## src/rtl/afifo_wr_arbiter.sv

```systemverilog
// afifo_wr_arbiter: round-robin, burst-granular arbiter that shares the
// write port of the async FIFO among NUM_REQ requesters in the write clock
// domain. A grant lasts for one burst. The burst ends on Last_in, after
// MAX_BURST words, or when the requester withdraws. Full_in stalls the burst.
module afifo_wr_arbiter #(
    parameter int DATA_WIDTH  = 8,
    parameter int NUM_REQ     = 4,
    parameter int REQ_WIDTH   = 2,
    parameter int MAX_BURST   = 8,
    parameter int BURST_WIDTH = 4
) (
    input  logic                          Clk,
    input  logic                          Clear_in,
    input  logic [NUM_REQ-1:0]            Req_in,
    input  logic [NUM_REQ-1:0]            Last_in,
    input  logic [NUM_REQ*DATA_WIDTH-1:0] Data_in,
    output logic [NUM_REQ-1:0]            Ack_out,
    output logic [NUM_REQ-1:0]            Grant_out,
    output logic [REQ_WIDTH-1:0]          Grant_idx_out,
    output logic                          Busy_out,
    output logic [DATA_WIDTH-1:0]         Fifo_Data_out,
    output logic                          Fifo_WriteEn_out,
    input  logic                          Fifo_Full_in
);

    typedef enum logic {S_IDLE = 1'b0, S_BURST = 1'b1} state_t;

    state_t                   r_state;
    logic [NUM_REQ-1:0]       r_grant;
    logic [REQ_WIDTH-1:0]     r_grant_idx;
    logic [REQ_WIDTH-1:0]     r_last;
    logic [BURST_WIDTH-1:0]   r_cnt;

    logic                     w_found;
    logic [REQ_WIDTH-1:0]     w_pick;
    logic [REQ_WIDTH:0]       w_cand;
    logic                     w_req_g;
    logic                     w_last_g;
    logic [DATA_WIDTH-1:0]    w_gdata;
    logic                     w_busy;
    logic                     w_xfer;
    logic                     w_exit;

    // Round-robin pick: first requester at or after last_winner+1, with wrap
    always_comb begin
        w_found = 1'b0;
        w_pick  = '0;
        w_cand  = '0;
        for (int k = 1; k <= NUM_REQ; k++) begin
            w_cand = {1'b0, r_last} + (REQ_WIDTH+1)'(k);
            if (w_cand >= (REQ_WIDTH+1)'(NUM_REQ))
                w_cand = w_cand - (REQ_WIDTH+1)'(NUM_REQ);
            if (!w_found && Req_in[w_cand[REQ_WIDTH-1:0]]) begin
                w_found = 1'b1;
                w_pick  = w_cand[REQ_WIDTH-1:0];
            end
        end
    end

    // Select the granted requester's request, last flag and data via the one-hot grant
    always_comb begin
        w_gdata = '0;
        for (int i = 0; i < NUM_REQ; i++) begin
            if (r_grant[i])
                w_gdata = Data_in[i*DATA_WIDTH +: DATA_WIDTH];
        end
    end

    assign w_req_g  = |(Req_in & r_grant);
    assign w_last_g = |(Last_in & r_grant);
    assign w_busy   = (r_state == S_BURST);

    // A word moves only while bursting, requested, not full and not clearing
    assign w_xfer = w_busy & w_req_g & ~Fifo_Full_in & ~Clear_in;
    assign w_exit = (w_xfer & (w_last_g | (r_cnt == BURST_WIDTH'(MAX_BURST-1))))
                  | (~w_req_g & ~Fifo_Full_in);

    assign Ack_out          = w_xfer ? r_grant : '0;
    assign Fifo_WriteEn_out = w_xfer;
    assign Fifo_Data_out    = (w_busy && !Clear_in) ? w_gdata : '0;
    assign Grant_out        = r_grant;
    assign Grant_idx_out    = r_grant_idx;
    assign Busy_out         = w_busy;

    // Arbitration FSM: IDLE picks a winner, BURST forwards until an end condition
    always_ff @(posedge Clk) begin
        if (Clear_in) begin
            r_state     <= S_IDLE;
            r_grant     <= '0;
            r_grant_idx <= '0;
            r_last      <= REQ_WIDTH'(NUM_REQ-1);
            r_cnt       <= '0;
        end else begin
            case (r_state)
                S_IDLE: begin
                    if (w_found) begin
                        r_state     <= S_BURST;
                        r_grant     <= NUM_REQ'(1) << w_pick;
                        r_grant_idx <= w_pick;
                        r_cnt       <= '0;
                    end
                end
                S_BURST: begin
                    if (w_exit) begin
                        r_state     <= S_IDLE;
                        r_grant     <= '0;
                        r_grant_idx <= '0;
                        r_last      <= r_grant_idx;
                        r_cnt       <= '0;
                    end else if (w_xfer) begin
                        r_cnt <= r_cnt + 1'b1;
                    end
                end
                default: r_state <= S_IDLE;
            endcase
        end
    end

endmodule

```

## config.mk

```make
export PLATFORM = sky130hd
export DESIGN_NAME = afifo_wr_arbiter
export DESIGN_NICKNAME = d
export VERILOG_FILES = /design/src/rtl/afifo_wr_arbiter.sv
export SDC_FILE = /design/constraint.sdc
export NUM_CORES = 1
export LEC_CHECK = 0
export CORE_AREA = 2 2 59 61
export DETAILED_ROUTE_END_ITERATION = 7
export DIE_AREA = 0 0 61 63
export MAX_ROUTING_LAYER = met4
export PLACE_DENSITY = 0.75
export SETUP_SLACK_MARGIN = 0.15
export SLEW_MARGIN = 20
export SYNTH_ARGS = -nofsm -noshare
export SYNTH_HDL_FRONTEND = slang
export SYNTH_SLANG_ARGS = --single-unit
```

## constraint.sdc

```tcl
create_clock -name Clk -period 1.8 [get_ports Clk]
set_clock_uncertainty 0.2 [all_clocks]
set_input_delay 0.36 -clock Clk [delete_from_list [all_inputs] [get_ports Clk]]
set_output_delay 0.36 -clock Clk [all_outputs]
set_load 0.1 [all_outputs]
```

==> results of run 1 <==
worst max-delay path, stage by stage (launching register included):
cell	delay (ns)
dfxtp_4	0.36
nor2b_4	0.14
buf_6	0.12
a221oi_2	0.25
nor3_2	0.08
a21oi_2	0.18
nor2_4	0.07
buf_12	0.17
cell families after synthesis:
kind of cell / synth area share
compound gates: 0.310
buf+inv: 0.0497
flops: 0.246
fa+ha+maj: 0.0118
simple gates: 0.382
cells in the mapped netlist, drive strengths merged (2+ instances only):
| cell type | count |
|---|---|
| and2 | 4 |
| nor3 | 12 |
| dfxtp | 13 |
| nor2b | 12 |
| a21o | 2 |
| clkbuf | 5 |
| nand2 | 5 |
| nand2b | 4 |
| a22o | 2 |
| nand3 | 9 |
| nor2 | 21 |
| a31oi | 4 |
| o21ai | 3 |
| a22oi | 2 |
| a221oi | 8 |
| a21oi | 18 |
| nand3b | 4 |
| buf | 3 |
metrics by stage:
stage / area (µm²) / setup slack (ns)
2_1_floorplan: 1180 / -0.983
3_3_place_gp: 2240 / -0.404
3_5_place_dp: 2240 / -0.450
4_1_cts: 2420 / -0.379
5_1_grt: 2570 / -0.517
6_report: 2570 / -0.446
worst paths after layout:
kind	to	slack [ns]	cells after the start
worst max-delay path	Fifo_Data_out[4]	-0.45	7
worst min register to register	Grant_idx_out[1]	0.33	2
worst max register to register	r_cnt[2]	-0.20	8
worst min-delay path	Grant_idx_out[1]	0.33	2
state kept, by name, summed over array words and instances, names as in the netlist:
register,flops
r_last,2
r_cnt,4
Grant_idx_out,2
Grant_out,4
Busy_out,1
metal layers:
metal  part of all wire  vias up  wire length [µm]  global-route usage
li1                   -      721                 -                   -
met1               0.37      714              1790               0.264
met2               0.51       90              2460               0.433
met3              0.090       16               435              0.0580
met4              0.036        0               174               0.122
met5                  0        -                 0                   -
layout make-up:
class / instances / area [µm²] / area share
repair buffers: 99 / 1140 / 0.444
diodes: 1 / 2.50 / 0.000973
multi-input cells: 120 / 1060 / 0.413
flip-flops and latches: 13 / 280 / 0.109
clock inverters: 1 / 5.00 / 0.00195
clock buffers: 3 / 22.5 / 0.00875
well taps: 46 / 57.6 / 0.0224
power by group:
| group | switching [mW] | internal, mW |
|---|---|---|
| logic | 0.440 | 0.381 |
| registers | 0.0353 | 0.308 |
| clock network | 0.127 | 0.0833 |
repair_timing:
item	in CTS	in global routing
resized for setup	34	23
pin swaps	18	26
gates cloned	1	0
hold buffers	0	0
setup endpoints to repair	27	27
buffers inserted	6	4
==> metrics.md, run 1 <==
| Metric | Value |
|---|---|
| Status | `finished, violations left` |
| Violated checks | `setup timing` |
| Max-cap violations | `0` |
| Final Core Density | `0.796` |
| Drt drc | `0` |
| Startpoint types | `flop` |
| Layout area overhead | `143%` |
| Routability congestion estimate | `around 0.9` |
| Row count | `21` |
| Placed Instances | `267` |
| Most frequent cells in the layout | `clkdlybuf4s50_1, buf_4, buf_12, a21oi_2` |
| Number of synthesized register bits | `13` |
| Fin. max-slew vios | `0` |
| FFs w/ async S/R, synth | `0` |
| Vias in the first global route | `1513` |
| Post-detailed-route via-to-cell ratio | `5.45` |
| Final setup vio count | `26` |
| Worst Setup SP | `Grant_out[0]` |
| Largest net degree at the start of global routing | `17` |
| Top cells by area, synth | `dfxtp_1, a21oi_1, nor2_1` |
| Clock root cell | `clkbuf_4` |
| Distinct cell type count after synthesis | `31` |
| Syn nets | `184` |
| Ports | `63` |
| Num CTS Buffers | `3` |
| Post-synth EDFFs | `0` |
| Worst R2R Start | `Grant_out[1]` |
| Crit end category | `primary output` |
| Die Y | `63 µm` |
| Initial drt markers | `64` |
| Worst-Margin Slew | `0.405 ns` |
| Yosys top cell by area | `dfxtp_1` |
| GR Overflow Total | `0` |
| Most common cell after layout, fill and taps aside | `clkdlybuf4s50_1` |
| Overall routed net length | `4.86 mm` |
| CTS Sinks | `13` |
| Hold WC Path Type | `flop to flop` |
| CTS tree | `built` |
| Max-slew headroom | `0.730` |
| Starting Density | `0.327` |
| Worst-path maximum fanout | `6` |
| Post-route antenna net violation count | `0` |
| Setup TNS | `-6.53 ns` |
| F_max | `about 0.45 GHz` |
| GRT Overall Usage | `0.253` |
| Global-route wire length before repair | `7.09 mm` |
| Hold slack | `0.331 ns` |
| Routed wire per std cell | `17.2 µm` |
| Worst skew pair latency | `0.31 ns` |
| Clock-pin slew on the worst setup and hold paths | `about 0.09 ns` |
| Layout cell share with drive strength beyond 1 | `0.521` |
| Power density over the cells | `around 530 nW/µm²` |
| Warnings, synthesis | `0` |
| Static leakage | `0.973 nW` |
| Register area share after synthesis | `0.246` |
| Critical path class | `flop to primary output` |
| RSZ-0062 raised after global routing | `yes` |
| Fin crit share | `1.25` |
| Die width | `61 µm` |
| Syn_area_per_cell | `between 7 and 8 µm²` |
| Mapped Cells | `140` |
| Fin nets | `281` |
| Longest Clk Path Bufs | `2` |
| Area share of the largest cell type after synthesis | `0.246` |
| Final Hold Viols | `0` |
| Main synth FF type | `dfxtp_1` |
| Initial antenna violation count | `1` |
| Post-Layout Cell Count | `about 280` |
| I/O Buffers | `62` |
| Final worst slack | `-0.446 ns` |
| CP Data Arrival Time | `~1.7 ns` |
| Die area | `between 3000 and 4000 µm²` |
| Worst Min Path Start | `Grant_idx_out[1]` |
| Peak VDD IR | `537 µV` |
| Final total power | `1.37 mW` |
| Fillers | `196` |
| Pre-antenna DRT Iters | `4` |
| Worst Path Required | `1.24 ns` |
| Total vias in the final route | `1541` |
| Dpl hpwl | `3.17 mm` |
| CTS HTree Levels | `1` |
| Core area | `about 3200 µm²` |
| Min cycle time layout | `2.25 ns` |
| Cell area after synthesis | `1060 µm²` |
Note: power is estimated with default switching activity, not from simulation.
==> run 2: changes to the inputs <==
==> constraint.sdc (replaced) <==
create_clock -name Clk -period 1.8 [get_ports Clk]
set_clock_uncertainty 0.2 [all_clocks]
set_input_delay 0.36 -clock Clk [delete_from_list [all_inputs] [get_ports Clk]]
set_output_delay 0.36 -clock Clk [all_outputs]
set_load 0.005 [all_outputs]
==> metrics.md, run 2 (same netlist as run 1, synthesis figures left out) <==
| Metric | Value |
|---|---|
| Final setup vio count | `26 (unchanged)` |
| Largest delay share family, worst path | `compound AO/OA/AOI/OAI gates (unchanged)` |
| Final total power | `1.11 mW (was 1.37 mW)` |
| F_max | `0.469 GHz (was 0.445 GHz)` |
| Worst-Margin Slew | `0.410 ns (was 0.405 ns)` |
| Fin crit share | `1.18 (was 1.25)` |
| Placed Instances | `263 (was 267)` |
| Antenna cells | `0 (was 1)` |
| CTS Sinks | `13 (unchanged)` |
| Routability congestion estimate | `0.776 (was 0.879)` |
| Worst-path maximum fanout | `5 (was 6)` |
| Status | `finished, violations left (unchanged)` |
| Longest Clk Path Bufs | `2 (unchanged)` |
| Largest net degree at the start of global routing | `16 (was 17)` |
| Worst skew pair latency | `0.28 ns (was 0.31 ns)` |
| WP depth | `10 (was 7)` |
| Hold path cells | `3 (was 2)` |
| Global-route wire length before repair | `6.27 mm (was 7.09 mm)` |
| Starting Density | `0.327 (unchanged)` |
| Placed cell areas | `1860 µm² (was 2240 µm²)` |
| Reg2Reg Depth | `10 (was 8)` |
| Final Core Density | `0.691 (was 0.796)` |
| Startpoint types | `flop (unchanged)` |
| Post-route antenna net violation count | `0 (unchanged)` |
| Biggest cell delay along the critical path | `0.40 ns (was 0.36 ns)` |
| RSZ-0062 raised after global routing | `yes (unchanged)` |
| Drt drc | `0 (unchanged)` |
| Setup TNS | `-6.79 ns (was -6.53 ns)` |
| Violated checks | `setup timing (unchanged)` |
| Max-slew headroom | `0.726 (was 0.730)` |
| Die area | `3840 µm² (unchanged)` |
| CTS HTree Levels | `1 (unchanged)` |
| Total vias in the final route | `1509 (was 1541)` |
| Dpl hpwl | `2.84 mm (was 3.17 mm)` |
| CTS tree | `built (unchanged)` |
| Fin. max-slew vios | `0 (unchanged)` |
| Layout area overhead | `111% (was 143%)` |
| Crit end category | `flop (was primary output)` |
| Die width | `61 µm (unchanged)` |
| Post-detailed-route via-to-cell ratio | `5.26 (was 5.45)` |
| GRT Overall Usage | `0.217 (was 0.253)` |
| Hold buffer count at CTS | `0 (unchanged)` |
| Setup Slack @ Placement | `-0.763 ns (was -0.450 ns)` |
| Hold WC Path Type | `input port to flop (was flop to flop)` |
| Critical path class | `flop to flop (was flop to primary output)` |
| Pre-antenna DRT Iters | `4 (unchanged)` |
| Worst Path Required | `1.77 ns (was 1.24 ns)` |
| Num CTS Buffers | `3 (unchanged)` |
| Overall routed net length | `4.41 mm (was 4.86 mm)` |
| CP Data Arrival Time | `2.11 ns (was 1.69 ns)` |
| Vias in the first global route | `1424 (was 1513)` |
| Routed wire per std cell | `15.4 µm (was 17.2 µm)` |
| Static leakage | `0.945 nW (was 0.973 nW)` |
| Fillers | `265 (was 196)` |
| Slowest cell on the critical path | `a311oi_4 (was dfxtp_4)` |
| Fin nets | `286 (was 281)` |
| Most frequent cells in the layout | `clkdlybuf4s50_1, buf_4, nor2_1, a21oi_1, buf_6 (was clkdlybuf4s50_1, buf_4, buf_12, a21oi_2)` |
| Max-cap violations | `0 (unchanged)` |
| Row count | `21 (unchanged)` |
| Crit-path cells | `buf_6 -> buf_8 -> buf_6 -> a22oi_2 -> buf_4 -> a311oi_4 -> buf_4 -> o21ai_4 -> a31oi_1 -> nor2_1 (was nor2b_4 -> buf_6 -> a221oi_2 -> nor3_2 -> a21oi_2 -> nor2_4 -> buf_12)` |
| Multi-input gate area | `942 µm² (was 1060 µm²)` |
| GR Overflow Total | `0 (unchanged)` |
| Most common cell after layout, fill and taps aside | `clkdlybuf4s50_1 (unchanged)` |
| Final worst slack | `-0.332 ns (was -0.446 ns)` |
| Post-Layout Cell Count | `287 (was 283)` |
| Final Hold Viols | `0 (unchanged)` |
| Clock-pin slew on the worst setup and hold paths | `0.09 ns (about the same)` |
| Initial drt markers | `91 (was 64)` |
| I/O Buffers | `62 (unchanged)` |
| Peak VDD IR | `359 µV (was 537 µV)` |
| Clock root cell | `clkbuf_4 (unchanged)` |
| Ports | `63 (unchanged)` |
| Power density over the cells | `495 nW/µm² (was 534 nW/µm²)` |
| Fin area | `2230 µm² (was 2570 µm²)` |
| Core area | `3230 µm² (unchanged)` |
| Die Y | `63 µm (unchanged)` |
| Min cycle time layout | `2.13 ns (was 2.25 ns)` |
| Critical path buffer and inverter count | `5 (was 2)` |
| Initial antenna violation count | `0 (was 1)` |
| Layout cell share with drive strength beyond 1 | `0.415 (was 0.521)` |
| FF+latch area | `274 µm² (was 280 µm²)` |
| Hold slack | `0.275 ns (was 0.331 ns)` |
-- run 2: cell types whose count changed in the layout (fill, tap and decap cells not counted), moves of 4 or more --
| cell | delta |
|---|---|
| nor2_1 | +8 |
| dfxtp_2 | +4 |
| buf_12 | -21 |
| a21oi_1 | +9 |
| buf_6 | +9 |
| nor2_4 | -8 |
| buf_4 | -5 |
| a21oi_2 | -9 |
| buf_2 | +14 |
| clkdlybuf4s50_1 | +4 |
-- run 2: what timing repair did --
| action | CTS | global route |
|---|---|---|
| resized for setup | 100 | 26 |
| setup buffers | 11 | 5 |
| pin swaps | 37 | 35 |
| setup endpoints to repair | 33 | 29 |
| cloned | 3 | 1 |
-- run 2: path summary, 6_finish.rpt --
path                                  startpoint          endpoint  slack [ns]
worst max register to register      Grant_out[1]  Grant_idx_out[0]       -0.33
worst min register to register  Grant_idx_out[1]  Grant_idx_out[1]        0.28
worst max-delay path                Grant_out[1]  Grant_idx_out[0]       -0.33
worst min-delay path                    Clear_in      Grant_out[1]        0.27
-- run 2: routing by layer --
layer,vias up,track usage,part of all wire
li1,730,-,-
met5,-,-,0
met2,78,0.371,0.48
met1,691,0.247,0.39
met3,10,0.0311,0.10
met4,0,0.0870,0.028
-- run 2: area by class of cell --
type / instances / area share
flip-flops and latches: 13 / 0.123
well taps: 46 / 0.0258
multi-input cells: 120 / 0.422
repair buffers: 104 / 0.418
clock buffers: 4 / 0.0118
-- run 2: power by group --
group	switching, mW	total [mW]	internal [mW]
Clock	0.101	0.187	0.0859
Sequential	0.0209	0.330	0.309
Combinational	0.254	0.588	0.334
-- run 2: worst min-delay path: stages --
cell,delay [ns]
dlymetal6s2s_1,0.10
buf_4,0.22
a21oi_2,0.04
==> run 3: changes to the inputs <==
--- a/config.mk
+++ b/config.mk
@@ -9,7 +9,7 @@
 export DETAILED_ROUTE_END_ITERATION = 7
 export DIE_AREA = 0 0 61 63
 export MAX_ROUTING_LAYER = met4
-export PLACE_DENSITY = 0.75
+export PLACE_DENSITY = 0.81
 export SETUP_SLACK_MARGIN = 0.15
 export SLEW_MARGIN = 20
 export SYNTH_ARGS = -nofsm -noshare
==> metrics.md, run 3 (same netlist as run 1, synthesis figures left out) <==
| Metric | Value |
|---|---|
| Peak VDD IR | `352 µV (was 359 µV)` |
| Final worst slack | `-0.393 ns (was -0.332 ns)` |
| Drt drc | `0 (unchanged)` |
| Initial drt markers | `83 (was 91)` |
| Row count | `21 (unchanged)` |
| Antenna cells | `0 (unchanged)` |
| Routed wire per std cell | `15.4 µm (about the same)` |
| Routability congestion estimate | `0.803 (was 0.776)` |
| Clock-pin slew on the worst setup and hold paths | `0.09 ns (about the same)` |
| GR Overflow Total | `0 (unchanged)` |
| Die Y | `63 µm (unchanged)` |
| GRT Overall Usage | `0.225 (was 0.217)` |
| Largest net degree at the start of global routing | `16 (unchanged)` |
| Fin crit share | `1.22 (was 1.18)` |
| Worst-Margin Slew | `0.350 ns (was 0.410 ns)` |
| Hold path cells | `2 (was 3)` |
| Min cycle time layout | `2.19 ns (was 2.13 ns)` |
| RR Endpoint | `r_cnt[2] (was Grant_idx_out[0])` |
| Post-Layout Cell Count | `286 (was 287)` |
| Most common cell after layout, fill and taps aside | `clkdlybuf4s50_1 (unchanged)` |
| Longest Clk Path Bufs | `2 (unchanged)` |
| CTS tree | `built (unchanged)` |
| I/O Buffers | `62 (unchanged)` |
| Hold buffer count at CTS | `0 (unchanged)` |
| Layout area overhead | `111% (about the same)` |
| Pre-antenna DRT Iters | `4 (unchanged)` |
| Vias in the first global route | `1453 (was 1424)` |
| Core area | `3230 µm² (unchanged)` |
| Status | `finished, violations left (unchanged)` |
| Static leakage | `0.953 nW (was 0.945 nW)` |
| F_max | `0.456 GHz (was 0.469 GHz)` |
| Final Hold Viols | `0 (unchanged)` |
| Worst R2R Start | `Grant_out[1] (unchanged)` |
| Dpl hpwl | `2.76 mm (was 2.84 mm)` |
| Max-slew headroom | `0.767 (was 0.726)` |
| Overall routed net length | `4.42 mm (was 4.41 mm)` |
| CP Data Arrival Time | `1.63 ns (was 2.11 ns)` |
| Critical path class | `flop to primary output (was flop to flop)` |
| Layout cell share with drive strength beyond 1 | `0.404 (was 0.415)` |
| Final setup vio count | `26 (unchanged)` |
| Reg2Reg Depth | `8 (was 10)` |
| Ports | `63 (unchanged)` |
| Die area | `3840 µm² (unchanged)` |
| Hold WC Path Type | `flop to flop (was input port to flop)` |
| Num CTS Buffers | `3 (unchanged)` |
| Global-route wire length before repair | `6.41 mm (was 6.27 mm)` |
| Power density over the cells | `499 nW/µm² (was 495 nW/µm²)` |
| Violated checks | `setup timing (unchanged)` |
| Internal reg-to-reg setup slack | `-0.21 ns (was -0.33 ns)` |
| Placed Instances | `264 (was 263)` |
| Die width | `61 µm (unchanged)` |
| Worst skew pair latency | `0.30 ns (was 0.28 ns)` |
| Setup TNS | `-5.49 ns (was -6.79 ns)` |
| RSZ-0062 raised after global routing | `yes (unchanged)` |
| Clock root cell | `clkbuf_4 (unchanged)` |
| Starting Density | `0.327 (unchanged)` |
| Max-cap violations | `0 (unchanged)` |
| Worst-path maximum fanout | `8 (was 5)` |
| Post-detailed-route via-to-cell ratio | `5.23 (was 5.26)` |
| Initial antenna violation count | `0 (unchanged)` |
| Worst Path Required | `1.24 ns (was 1.77 ns)` |
| Post-route antenna net violation count | `0 (unchanged)` |
| Most frequent cells in the layout | `clkdlybuf4s50_1, buf_4, nor2_1, a21oi_1 (was clkdlybuf4s50_1, buf_4, nor2_1, a21oi_1, buf_6)` |
| Total vias in the final route | `1496 (was 1509)` |
| Startpoint types | `flop (unchanged)` |
| Worst Hold End | `r_cnt[1] (was Grant_out[1])` |
| Fin nets | `285 (was 286)` |
| Worst Min Path Start | `r_cnt[1] (was Clear_in)` |
| CTS Sinks | `13 (unchanged)` |
| Crit end category | `primary output (was flop)` |
| Fin. max-slew vios | `0 (unchanged)` |
| CTS HTree Levels | `1 (unchanged)` |
## run 3: changes by cell type in the layout (fill, tap and decap cells not counted), moves of 2 or more
cell / previous run / this run
dlygate4sd2_1: 8 / 13
a221oi_2: 5 / 8
a221oi_4: 3 / 0
nor3_2: 5 / 2
buf_2: 14 / 12
buf_4: 23 / 25
buf_6: 15 / 13
clkbuf_2: 2 / 0
clkdlybuf4s50_1: 37 / 35
dfxtp_2: 5 / 7
dfxtp_4: 2 / 0
nor3_1: 5 / 7
## run 3: through the flow
| stage | util | hold slack [ns] | power, mW | area, µm² | setup slack [ns] |
|---|---|---|---|---|---|
| finish | 0.692 | 0.284 | 1.12 | 2240 | -0.393 |
| global placement | 0.579 | 0.260 | 0.755 | 1870 | -0.693 |
| CTS | 0.667 | 0.282 | 1.07 | 2160 | -0.366 |
| global route | 0.692 | 0.294 | 1.17 | 2240 | -0.439 |
| detailed placement | 0.579 | 0.267 | 0.759 | 1870 | -0.732 |
| floorplan | - | 0.229 | 0.529 | 1070 | 0.125 |
## run 3: what timing repair did
item,in CTS,in global routing
setup endpoints to repair,33,27
pin swaps,44,23
gates resized for setup,105,15
setup buffers,12,3
cloned,3,0
endpoints found under the hold margin,0,0
## run 3: layout make-up
cell class | instances | area, µm²
Tap cell | 46 | 57.6
Timing Repair Buffer | 103 | 968
Multi-Input combinational cell | 120 | 913
Sequential cell | 13 | 269
Clock inverter | 1 | 5.00
Clock buffer | 3 | 22.5
Fill cell | 261 | 996
## run 3: per-layer routing
layer | share of wire | wire (µm) | vias up | GRT usage
li1 | - | - | 726 | -
met1 | 0.38 | 1700 | 680 | 0.245
met2 | 0.49 | 2170 | 77 | 0.388
met3 | 0.10 | 462 | 13 | 0.0455
met4 | 0.020 | 89 | 0 | 0.0842
met5 | 0 | 0 | - | -
## run 3: worst max path at each step
| stage | start | to |
|---|---|---|
| finish | Grant_out[1] | Fifo_Data_out[2] |
| global route | Grant_out[1] | Fifo_Data_out[5] |
| CTS | Grant_out[1] | Fifo_Data_out[5] |
| detailed placement | Req_in[1] | Ack_out[3] |
| global placement | Req_in[1] | Ack_out[1] |
| floorplan | r_cnt[0] | Grant_out[3] |
## run 3: critical path, cell delays in order, from the launching register on
cell and delay, ns:
dfxtp_2 0.35, buf_6 0.10, nor2b_4 0.03, buf_12 0.13, buf_6 0.11, a221oi_2 0.20
nor3_1 0.07, a21oi_1 0.14, nor2_1 0.07, buf_2 0.13
## run 3: power by group
group          internal [mW]  leakage [nW]  switching [mW]  total (mW)
clock                 0.0830        0.0177           0.113       0.196
sequential             0.310         0.109          0.0162       0.326
combinational          0.339         0.827           0.254       0.593
total                  0.732         0.953           0.384        1.12
